$ cat src/rtl/apb_pkg.sv
// apb_pkg: shared APB completer state type, response codes and address decode
package apb_pkg;
    typedef enum logic [1:0] {APB_IDLE, APB_WAIT, APB_RESP} apb_state_e;
    localparam logic APB_OKAY   = 1'b0;
    localparam logic APB_SLVERR = 1'b1;
    typedef struct packed {
        logic        err;
        logic [31:0] idx;
    } apb_dec_t;
    function automatic apb_dec_t apb_addr_idx(input logic [63:0] addr, input logic [63:0] base,
                                              input int unsigned lsb, input int unsigned num_regs);
        logic [63:0] off;
        apb_dec_t    d;
        off   = addr - base;
        d.idx = 32'(off >> lsb);
        d.err = (addr < base) || ((off >> lsb) >= 64'(num_regs)) ||
                ((off & ((64'd1 << lsb) - 64'd1)) != 64'd0);
        return d;
    endfunction
endpackage

$ cat src/rtl/apb_slv_ctrl.sv
// apb_slv_ctrl: APB completer FSM, wait-state counter and request latch
module apb_slv_ctrl
    import apb_pkg::*;
#(
    parameter int                  ADDR_W      = 32,
    parameter int                  DATA_W      = 32,
    parameter int                  NUM_REGS    = 8,
    parameter logic [ADDR_W-1:0]   BASE_ADDR   = 'h1000,
    parameter int                  WAIT_CYCLES = 0,
    parameter logic [NUM_REGS-1:0] RO_MASK     = '0,
    parameter int                  IDX_W       = (NUM_REGS > 1) ? $clog2(NUM_REGS) : 1
) (
    input  logic                clk,
    input  logic                rst,
    input  logic                psel,
    input  logic                penable,
    input  logic                pwrite,
    input  logic [ADDR_W-1:0]   paddr,
    input  logic [DATA_W-1:0]   pwdata,
    input  logic [DATA_W/8-1:0] pstrb,
    output logic                pready,
    output logic                req_valid,
    output logic                req_err,
    output logic                req_write,
    output logic [IDX_W-1:0]    req_idx,
    output logic [DATA_W-1:0]   req_wdata,
    output logic [DATA_W/8-1:0] req_strb
);
    localparam int LSB = $clog2(DATA_W / 8);
    apb_state_e          r_state, w_next;
    logic [3:0]          r_cnt, w_cnt;
    logic                r_pready, r_write;
    logic [ADDR_W-1:0]   r_addr;
    logic [DATA_W-1:0]   r_wdata;
    logic [DATA_W/8-1:0] r_strb;
    logic                w_setup, w_live;
    logic [ADDR_W-1:0]   w_addr;
    apb_dec_t            w_dec;
    assign w_setup = psel && !penable;
    assign w_live  = (r_state == APB_IDLE);
    always_comb begin
        w_next = r_state;
        w_cnt  = r_cnt;
        unique case (r_state)
            APB_IDLE: if (w_setup) begin
                w_cnt  = 4'(WAIT_CYCLES);
                w_next = (WAIT_CYCLES == 0) ? APB_RESP : APB_WAIT;
            end
            APB_WAIT: if (!psel) begin
                w_next = APB_IDLE;
            end else if (penable) begin
                w_cnt  = r_cnt - 4'd1;
                w_next = (r_cnt == 4'd1) ? APB_RESP : APB_WAIT;
            end
            default: w_next = APB_IDLE;
        endcase
    end
    // with zero wait states the commit edge is the setup edge, so the live bus is the request
    assign w_addr    = w_live ? paddr  : r_addr;
    assign req_write = w_live ? pwrite : r_write;
    assign req_wdata = w_live ? pwdata : r_wdata;
    assign req_strb  = w_live ? pstrb  : r_strb;
    assign w_dec     = apb_addr_idx(64'(w_addr), 64'(BASE_ADDR), LSB, NUM_REGS);
    assign req_idx   = IDX_W'(w_dec.idx);
    assign req_err   = w_dec.err || (req_write && RO_MASK[req_idx]);
    assign req_valid = (w_next == APB_RESP);
    assign pready    = r_pready;
    always_ff @(posedge clk) begin
        if (rst) begin
            r_state  <= APB_IDLE;
            r_cnt    <= '0;
            r_pready <= 1'b0;
        end else begin
            r_state  <= w_next;
            r_cnt    <= w_cnt;
            r_pready <= req_valid;
        end
    end
    always_ff @(posedge clk) begin
        if (w_live && w_setup) begin
            r_addr  <= paddr;
            r_write <= pwrite;
            r_wdata <= pwdata;
            r_strb  <= pstrb;
        end
    end
endmodule

$ cat src/rtl/apb_regbank_slave.sv
// apb_regbank_slave: APB4 register bank with wait states, byte strobes, PSLVERR and RO status lanes
module apb_regbank_slave
    import apb_pkg::*;
#(
    parameter int                  ADDR_W      = 32,
    parameter int                  DATA_W      = 32,
    parameter int                  NUM_REGS    = 8,
    parameter logic [ADDR_W-1:0]   BASE_ADDR   = 'h1000,
    parameter int                  WAIT_CYCLES = 0,
    parameter logic [NUM_REGS-1:0] RO_MASK     = '0,
    parameter logic [DATA_W-1:0]   RESET_VAL   = '0
) (
    input  logic                         clk,
    input  logic                         rst,
    input  logic                         psel,
    input  logic                         penable,
    input  logic                         pwrite,
    input  logic [ADDR_W-1:0]            paddr,
    input  logic [DATA_W-1:0]            pwdata,
    input  logic [DATA_W/8-1:0]          pstrb,
    output logic [DATA_W-1:0]            prdata,
    output logic                         pready,
    output logic                         pslverr,
    output logic [NUM_REGS*DATA_W-1:0]   reg_q,
    output logic [NUM_REGS-1:0]          reg_wr_pulse,
    input  logic [NUM_REGS*DATA_W-1:0]   hw_in
);
    localparam int NB    = DATA_W / 8;
    localparam int IDX_W = (NUM_REGS > 1) ? $clog2(NUM_REGS) : 1;
    logic [DATA_W-1:0]   r_regs [NUM_REGS];
    logic [NUM_REGS-1:0] r_wr_mask;
    logic                w_req_valid, w_req_err, w_req_write, w_commit;
    logic [IDX_W-1:0]    w_req_idx;
    logic [DATA_W-1:0]   w_req_wdata, w_rd;
    logic [NB-1:0]       w_req_strb;
    apb_slv_ctrl #(
        .ADDR_W(ADDR_W), .DATA_W(DATA_W), .NUM_REGS(NUM_REGS), .BASE_ADDR(BASE_ADDR),
        .WAIT_CYCLES(WAIT_CYCLES), .RO_MASK(RO_MASK), .IDX_W(IDX_W)
    ) u_ctrl (
        .clk(clk), .rst(rst), .psel(psel), .penable(penable), .pwrite(pwrite), .paddr(paddr),
        .pwdata(pwdata), .pstrb(pstrb), .pready(pready), .req_valid(w_req_valid),
        .req_err(w_req_err), .req_write(w_req_write), .req_idx(w_req_idx),
        .req_wdata(w_req_wdata), .req_strb(w_req_strb)
    );
    assign w_commit = w_req_valid && w_req_write && !w_req_err;
    assign w_rd     = RO_MASK[w_req_idx] ? hw_in[w_req_idx*DATA_W +: DATA_W] : r_regs[w_req_idx];
    // the write pulse trails pready by one cycle, so it is staged through r_wr_mask
    always_ff @(posedge clk) begin
        if (rst) begin
            for (int i = 0; i < NUM_REGS; i++) r_regs[i] <= RO_MASK[i] ? '0 : RESET_VAL;
            prdata       <= '0;
            pslverr      <= APB_OKAY;
            r_wr_mask    <= '0;
            reg_wr_pulse <= '0;
        end else begin
            prdata       <= (w_req_valid && !w_req_err && !w_req_write) ? w_rd : '0;
            pslverr      <= (w_req_valid && w_req_err) ? APB_SLVERR : APB_OKAY;
            r_wr_mask    <= '0;
            reg_wr_pulse <= r_wr_mask;
            if (w_commit && |w_req_strb) r_wr_mask[w_req_idx] <= 1'b1;
            for (int b = 0; b < NB; b++)
                if (w_commit && w_req_strb[b]) r_regs[w_req_idx][b*8 +: 8] <= w_req_wdata[b*8 +: 8];
        end
    end
    for (genvar g = 0; g < NUM_REGS; g++) begin : g_q
        assign reg_q[g*DATA_W +: DATA_W] = r_regs[g];
    end
endmodule

$ cat config.mk
export PLATFORM = sky130hd
export DESIGN_NAME = apb_regbank_slave
export DESIGN_NICKNAME = d
export VERILOG_FILES = /design/src/rtl/apb_pkg.sv /design/src/rtl/apb_slv_ctrl.sv /design/src/rtl/apb_regbank_slave.sv
export SDC_FILE = /design/constraint.sdc
export NUM_CORES = 1
export LEC_CHECK = 0
export BUFFER_PORTS_ARGS = -buffer_cell sky130_fd_sc_hd__buf_2
export CELL_PAD_IN_SITES_DETAIL_PLACEMENT = 0
export CELL_PAD_IN_SITES_GLOBAL_PLACEMENT = 1
export CORE_AREA = 2 2 243 245
export DETAILED_ROUTE_END_ITERATION = 10
export DIE_AREA = 0 0 245 247
export GPL_ROUTABILITY_DRIVEN = 0
export HOLD_SLACK_MARGIN = 0.08
export PLACE_DENSITY_LB_ADDON = 0.25
export SLEW_MARGIN = 20
export SYNTH_ARGS = -nofsm -noshare
export SYNTH_HDL_FRONTEND = slang
export SYNTH_SLANG_ARGS = --single-unit
$ cat constraint.sdc
create_clock -name clk -period 10.9 [get_ports clk]
set_input_delay 2.18 -clock clk [delete_from_list [all_inputs] [get_ports clk]]
set_output_delay 2.18 -clock clk [all_outputs]
set_load 0.02 [all_outputs]
# --- After elaboration in Yosys (flattened, before gate mapping) ---
# Memory sizes are Yosys's and may differ from the RTL's.
# Index checks and enable logic that the tools add are counted.
word_totals:
  ff_bits: 125
  ramBits: 256
  romBits: 8
  inputBits: 329
  output_inout_bits: 298
  wordCells: 91
  mem_count: 2
op_classes:
  add_sub_neg: 2
  magnitude_cmp: 4
  eq_ne: 6
  shifts: 1
  muxes: 35
  n_bitwise: 2
  reduce_logical: 28
mem_list:
  columns: ["name", "depth", "width", "rd", "rd_clocked_by_memory_dff", "wr", "line", "text"]
  rows:
  - ["r_regs", 8, 32, 9, 0, 8, "apb_regbank_slave.sv:30", "logic [DATA_W-1:0] r_regs [NUM_REGS];"]
  - ["(name not given)", 8, 1, 1, 0, 0, "apb_slv_ctrl.sv:65", "assign req_err = w_dec.err || (req_write && RO_MASK[req_idx]);"]
op_table:
  columns: ["op", "count"]
  rows:
  - ["variable part select 256 x 9 -> 32 bit", 1]
  - ["2-to-1 mux 32 bit", 4]
  - ["nonzero test 64 bit", 1]
  - ["greater-or-equal comparator 62 x 4 -> 1 bit, second input constant", 1]
  - ["subtractor 32 x 13 -> 33 bit, second input constant", 1]
  - ["< comparator 32 x 13 -> 1 bit, second input constant", 1]
  - ["OR reduction 32 bit", 1]
  - ["2-to-1 mux 4 bit", 5]
  - ["2-to-1 mux 1 bit", 18]
  - ["logical AND 1 bit", 14]
  - ["2-to-1 mux 2 bit", 4]
  - ["case mux 4 bit (2 select lines)", 1]
  - ["== test 4 x 1 -> 1 bit, second input constant", 1]
  - ["< comparator 3 x 4 -> 1 bit, second input constant", 1]
  - ["!= test 2 bit, second input constant", 2]
  - ["case mux 2 bit (2 select lines)", 1]
  - ["AND reduction 4 bit", 1]
  - ["OR reduction 2 bit", 2]
  - ["OR reduction 4 bit", 1]
  - ["subtractor 4 x 1 -> 4 bit, second input constant", 1]
  - ["demux 1 bit (select 3 bit)", 1]
  - ["greater-or-equal comparator 3 x 1 -> 1 bit, second input constant", 1]
  - ["logical NOT 1 bit", 3]
  - ["logical OR 1 bit", 3]
  - ["other kinds (7)", 8]

# --- Depth between registers and ports, before layout ---
logic_depth:
  word_depth: 15
  ltp_mapped: 18

# --- Hierarchy ---
# A second synthesis with hierarchy kept.
unflattened:
  cells_unflattened: 1216
  hier_area_um2: 16741.1
modules_own_cells:
  columns: ["mod", "instances", "cells_per_inst", "area_per_inst_um2", "seq_area_each_um2"]
  rows:
  - ["apb_regbank_slave", 1, 927, 13442.9, 8668.3]
  - ["apb_slv_ctrl", 1, 289, 3298.2, 2212.1]

# --- Worst setup path before layout ---
# Ideal clock, no wire load.
synth_path:
  kind: "in2reg"
  startpoint: "in penable"
  endpoint: "reg u_ctrl.r_addr[0], enable pin"
  setup_time_ns: 0.600
  t_arrival_ns: 7.295
  required_time_ns: 10.300
  setup_slack_ns: 3.004
  path_stages: 1
  n_path_buf: 0
  path_cell_list: "nor3b_1"
synth_between:
  elab_chain_len: 3
synth_rtl:
  columns: ["item", "line", "text"]
  rows:
  - ["from (decl)", "apb_regbank_slave.sv:16", "input logic penable,"]
  - ["logical NOT 1 bit", "apb_slv_ctrl.sv:39", "assign w_setup = psel && !penable;"]
  - ["logical AND 1 bit", "apb_slv_ctrl.sv:39", null]
  - ["logical AND 1 bit", "apb_slv_ctrl.sv:80", "if (w_live && w_setup) begin"]
  - ["to (signal assigned)", "apb_slv_ctrl.sv:81", "r_addr <= paddr;"]
  - ["to (decl)", "apb_slv_ctrl.sv:33", "logic [ADDR_W-1:0] r_addr;"]
# No other way between the ends.
# A chain may end at the register's enable or synchronous reset.

==> results.md <==
* Endpoint with the worst hold slack: reg_wr_pulse[6]
* Total of fill cells in the finished design at 5625
* Biggest area consumer among synthesized cells: sky130_fd_sc_hd__edfxtp_1
* Internal power summed over all cells at 2.59 mW
* Reg2Reg Setup Slack at 5.15 ns
* Switch share at 26.9%
* Cell types occupying the most area after synthesis: sky130_fd_sc_hd__edfxtp_1, sky130_fd_sc_hd__nor3_2, sky130_fd_sc_hd__nand3_1, sky130_fd_sc_hd__dfxtp_1, sky130_fd_sc_hd__nor3_1
* Placed Instance Area at 21800 sq um
* Accumulated negative setup slack at 0 ns
* Estimated wirelength of the detail-placed design at 52.0 mm
* Power share of the sequential group at 46.9%
* Final cell count without fillers at 2797
* Layout cell share with drive strength beyond 1 at 35.5%
* Unrepaired setup endpoints after global routing: false
* Status: completed
* Hold Startpoint: r_wr_mask[6]
* Tot GR Track Use at 25.4%
* Setup Skew at 0.0225 ns
* Origin of the critical flop-to-flop path: u_ctrl.r_state[0]
* Synthesized area per cell at 11.3 sq um
* Critical path endpoint category: flop
* Tightest Hold Check Type: reg2reg
* Clock tree from TritonCTS: yes
* Worst hold-check slack at 0.449 ns
* Critical path class: in2reg
* Finish-stage setup viols at 0
* Clock root buffer: sky130_fd_sc_hd__clkbuf_16
* Share of flip-flops with an asynchronous set or reset after synthesis at 0%
* Number of enable flip-flop cells after synthesis at 325
* Post-synthesis register bit count at 381
* Unique cell type count in the Yosys netlist at 60
* Area occupied by multi-input gates at 7580 sq um
* Worst-skew pair later-pin latency at 0.59 ns
* H-tree depth at 2
* Count of clock tree sinks at 381
* Die Span Y at 247 microns
* Clock transition at path regs at 0.06 ns
* Nets@finish at 2315
* Iteration-0 DRC Markers at 1810
* Number of rows created at floorplan at 89
* Die X at 245 microns
* Hold Crit Depth at 1
* Post-Syn Area at 19100 sq um
* Shortest period the worst path allows at 6.58 ns
* Initial antenna violation count at 26
* IO buf count at 370
* Leak at 7.77 nW
* Top fanout value on the critical path at 192
* Primary flip-flop cell chosen by synthesis mapping: sky130_fd_sc_hd__edfxtp_1
* Post-Layout Inst Area at 23300 sq um
* Overflow after GRT at 0
* Count of maximum capacitance violations at 0
* Relative contribution of combinational cells to total power at 10.2%
* Cts repair resizes at 0
* Hold buffer count at cts at 0
* Number of remaining DRC errors at 0
* Portion of total power attributed to the clock network at 42.9%
* Largest net degree at the start of global routing at 193
* Area of the core at 58200 sq um
* Floorplan die area at 60500 sq um
* Total power density per cell area at 152 nW/um^2
* Area growth syn-to-layout at 22.3%
* Number of setup buffers added after CTS at 0
* RR Endpoint: prdata[12]
* Synthesized net count at 2022
* Maximum vdd ir drop at 0.109 mV
* Placed cell count at 2706
* First-pass iteration count of the detailed router at 7
* Number of pins with negative max-slew slack in the final report at 0
* Via count at 16305
* Number of instances in the synthesized netlist at 1688
* Data required time at the worst endpoint at 11.19 ns
* Number of nets with antenna violations after detailed routing at 0
* First-pass GRT wire length at 112 mm
* Hold violation count in the final report at 0
* Via count of the first global-routing pass at 15093
* Final worst-path setup slack at 4.32 ns
* Top-level port count at 627
* Sort of element at the start of the critical path: input port
* Clock Path Buffers at 3
* Part of the Yosys area used for sequential elements at 57.1%
* Final Total Pwr at 3.54 mW
* Share of the core filled with cells in the final layout at 40.0%
* Switching power at 0.950 mW
* Cts bufs inserted at 46
* Count of yosys warnings during synthesis at 0
* Detailed-route wire length per cell at 28.2 microns
* Share of the clock period used by the worst path after layout at 60.4%
* Slew at the pin closest to its max-slew limit at 1.14 ns
* Proportion of netlist area held by the largest area contributor at 51.2%
* Register area at 10900 sq um
* Post-placement worst setup slack at 3.84 ns
* Max-Slew Margin vs Limit at 23.7%
* Data arrival, critical path at 6.87 ns
* Routed WL at 78.9 mm
* Starting density of the core at 32.7%
* Via density per instance at 5.83
* Maximum frequency from static timing analysis at 152 MHz
* Cell depth of the worst flop-to-flop path at 11
-- cell usage in the layout (no fill, tap or decap), drive strengths merged, types with 19 or more instances in the layout --
cell type,synthesis,layout
a21oi,66,66
a221oi,38,38
a22o,27,27
a22oi,42,42
and3,19,19
buf,85,434
clkbuf,104,72
dfxtp,56,56
edfxtp,325,325
nand2,128,128
nand3,300,300
nor2,25,25
nor3,278,278
nor4,38,38
o41ai,32,32
-- state kept, by name (all words and copies together) (netlist names), 2 cells and up --
| signal | cells |
|---|---|
| r_regs | 256 |
| u_ctrl.r_strb | 4 |
| u_ctrl.r_addr | 32 |
| u_ctrl.r_wdata | 32 |
| reg_wr_pulse | 8 |
| prdata | 32 |
| u_ctrl.r_state | 2 |
| u_ctrl.r_cnt | 4 |
| r_wr_mask | 8 |
-- synthesized netlist by cell type (all sizes together), types with 6 or more instances --
library cell	number
a22o	27
nor2b	10
nand3	300
nor4	38
nand4	6
or3	6
nand2	128
a22oi	42
a221oi	38
clkbuf	104
and3	19
a2111oi	12
nor3	278
o41ai	32
a21oi	66
edfxtp	325
buf	85
mux2i	15
a31oi	8
inv	9
nor2	25
dfxtp	56
o31ai	6
-- critical path, stage by stage --
cell	delay, ns
sky130_fd_sc_hd__buf_2	0.18
sky130_fd_sc_hd__clkinv_1	0.07
sky130_fd_sc_hd__buf_4	0.50
sky130_fd_sc_hd__nand2_1	0.18
sky130_fd_sc_hd__a2111oi_1	0.68
sky130_fd_sc_hd__buf_4	0.27
sky130_fd_sc_hd__nor2b_4	0.17
sky130_fd_sc_hd__buf_12	0.59
sky130_fd_sc_hd__buf_4	0.92
sky130_fd_sc_hd__nand3_1	0.18
sky130_fd_sc_hd__o41ai_2	0.35
sky130_fd_sc_hd__buf_4	0.28
-- worst max-delay path by stage --
stage,from,end,slack [ns],cells after the start
after floorplan,penable,u_ctrl.r_addr[0],3.00,1
after global placement,rst,r_regs[7][14],3.84,12
after detailed placement,rst,r_regs[7][14],3.84,12
after CTS,rst,r_regs[7][8],4.46,12
after global routing,rst,r_regs[7][8],4.02,12
final,rst,r_regs[7][12],4.32,12
-- layer usage --
metal	GRT usage, %	vias to the layer above	part of all wire [%]
li1	-	7129	-
met2	36.1	903	42
met4	5.52	28	2.0
met5	0	-	0.23
met3	8.45	137	12
met1	37.1	8108	43
-- cell families (layout without fill, tap and decap cells) --
family	Yosys count	in the layout	share of synthesized area (%)
and+or+nand+nor	829	829	25.6
DFF	381	381	57.1
AOI/OAI and AO/OA	246	246	11.0
buffers and inverters	198	528	4.45
muxes	20	20	1.10
xor gates and xnor gates	9	9	0.414
adders and majority gates	5	5	0.328
other	0	6	0
-- power by group through the flow --
stage	Sequential (mW)	Combinational, mW	Clock (mW)
floorplan	1.72	0.151	0
global placement	1.69	0.358	0
detailed placement	1.69	0.361	0
CTS	1.66	0.362	1.54
global route	1.66	0.384	1.60
finish	1.66	0.362	1.52
-- area by class of cell --
type                            count  area share (%)
Sequential cell                   381            46.7
Multi-Input combinational cell   1109            32.5
Timing Repair Buffer              434            10.2
Clock buffer                       72            5.90
Tap cell                          773            4.15
Clock inverter                     13           0.370
Inverter                            9           0.145
Antenna cell                        6          0.0644
Power figures use the tool's default switching activity.
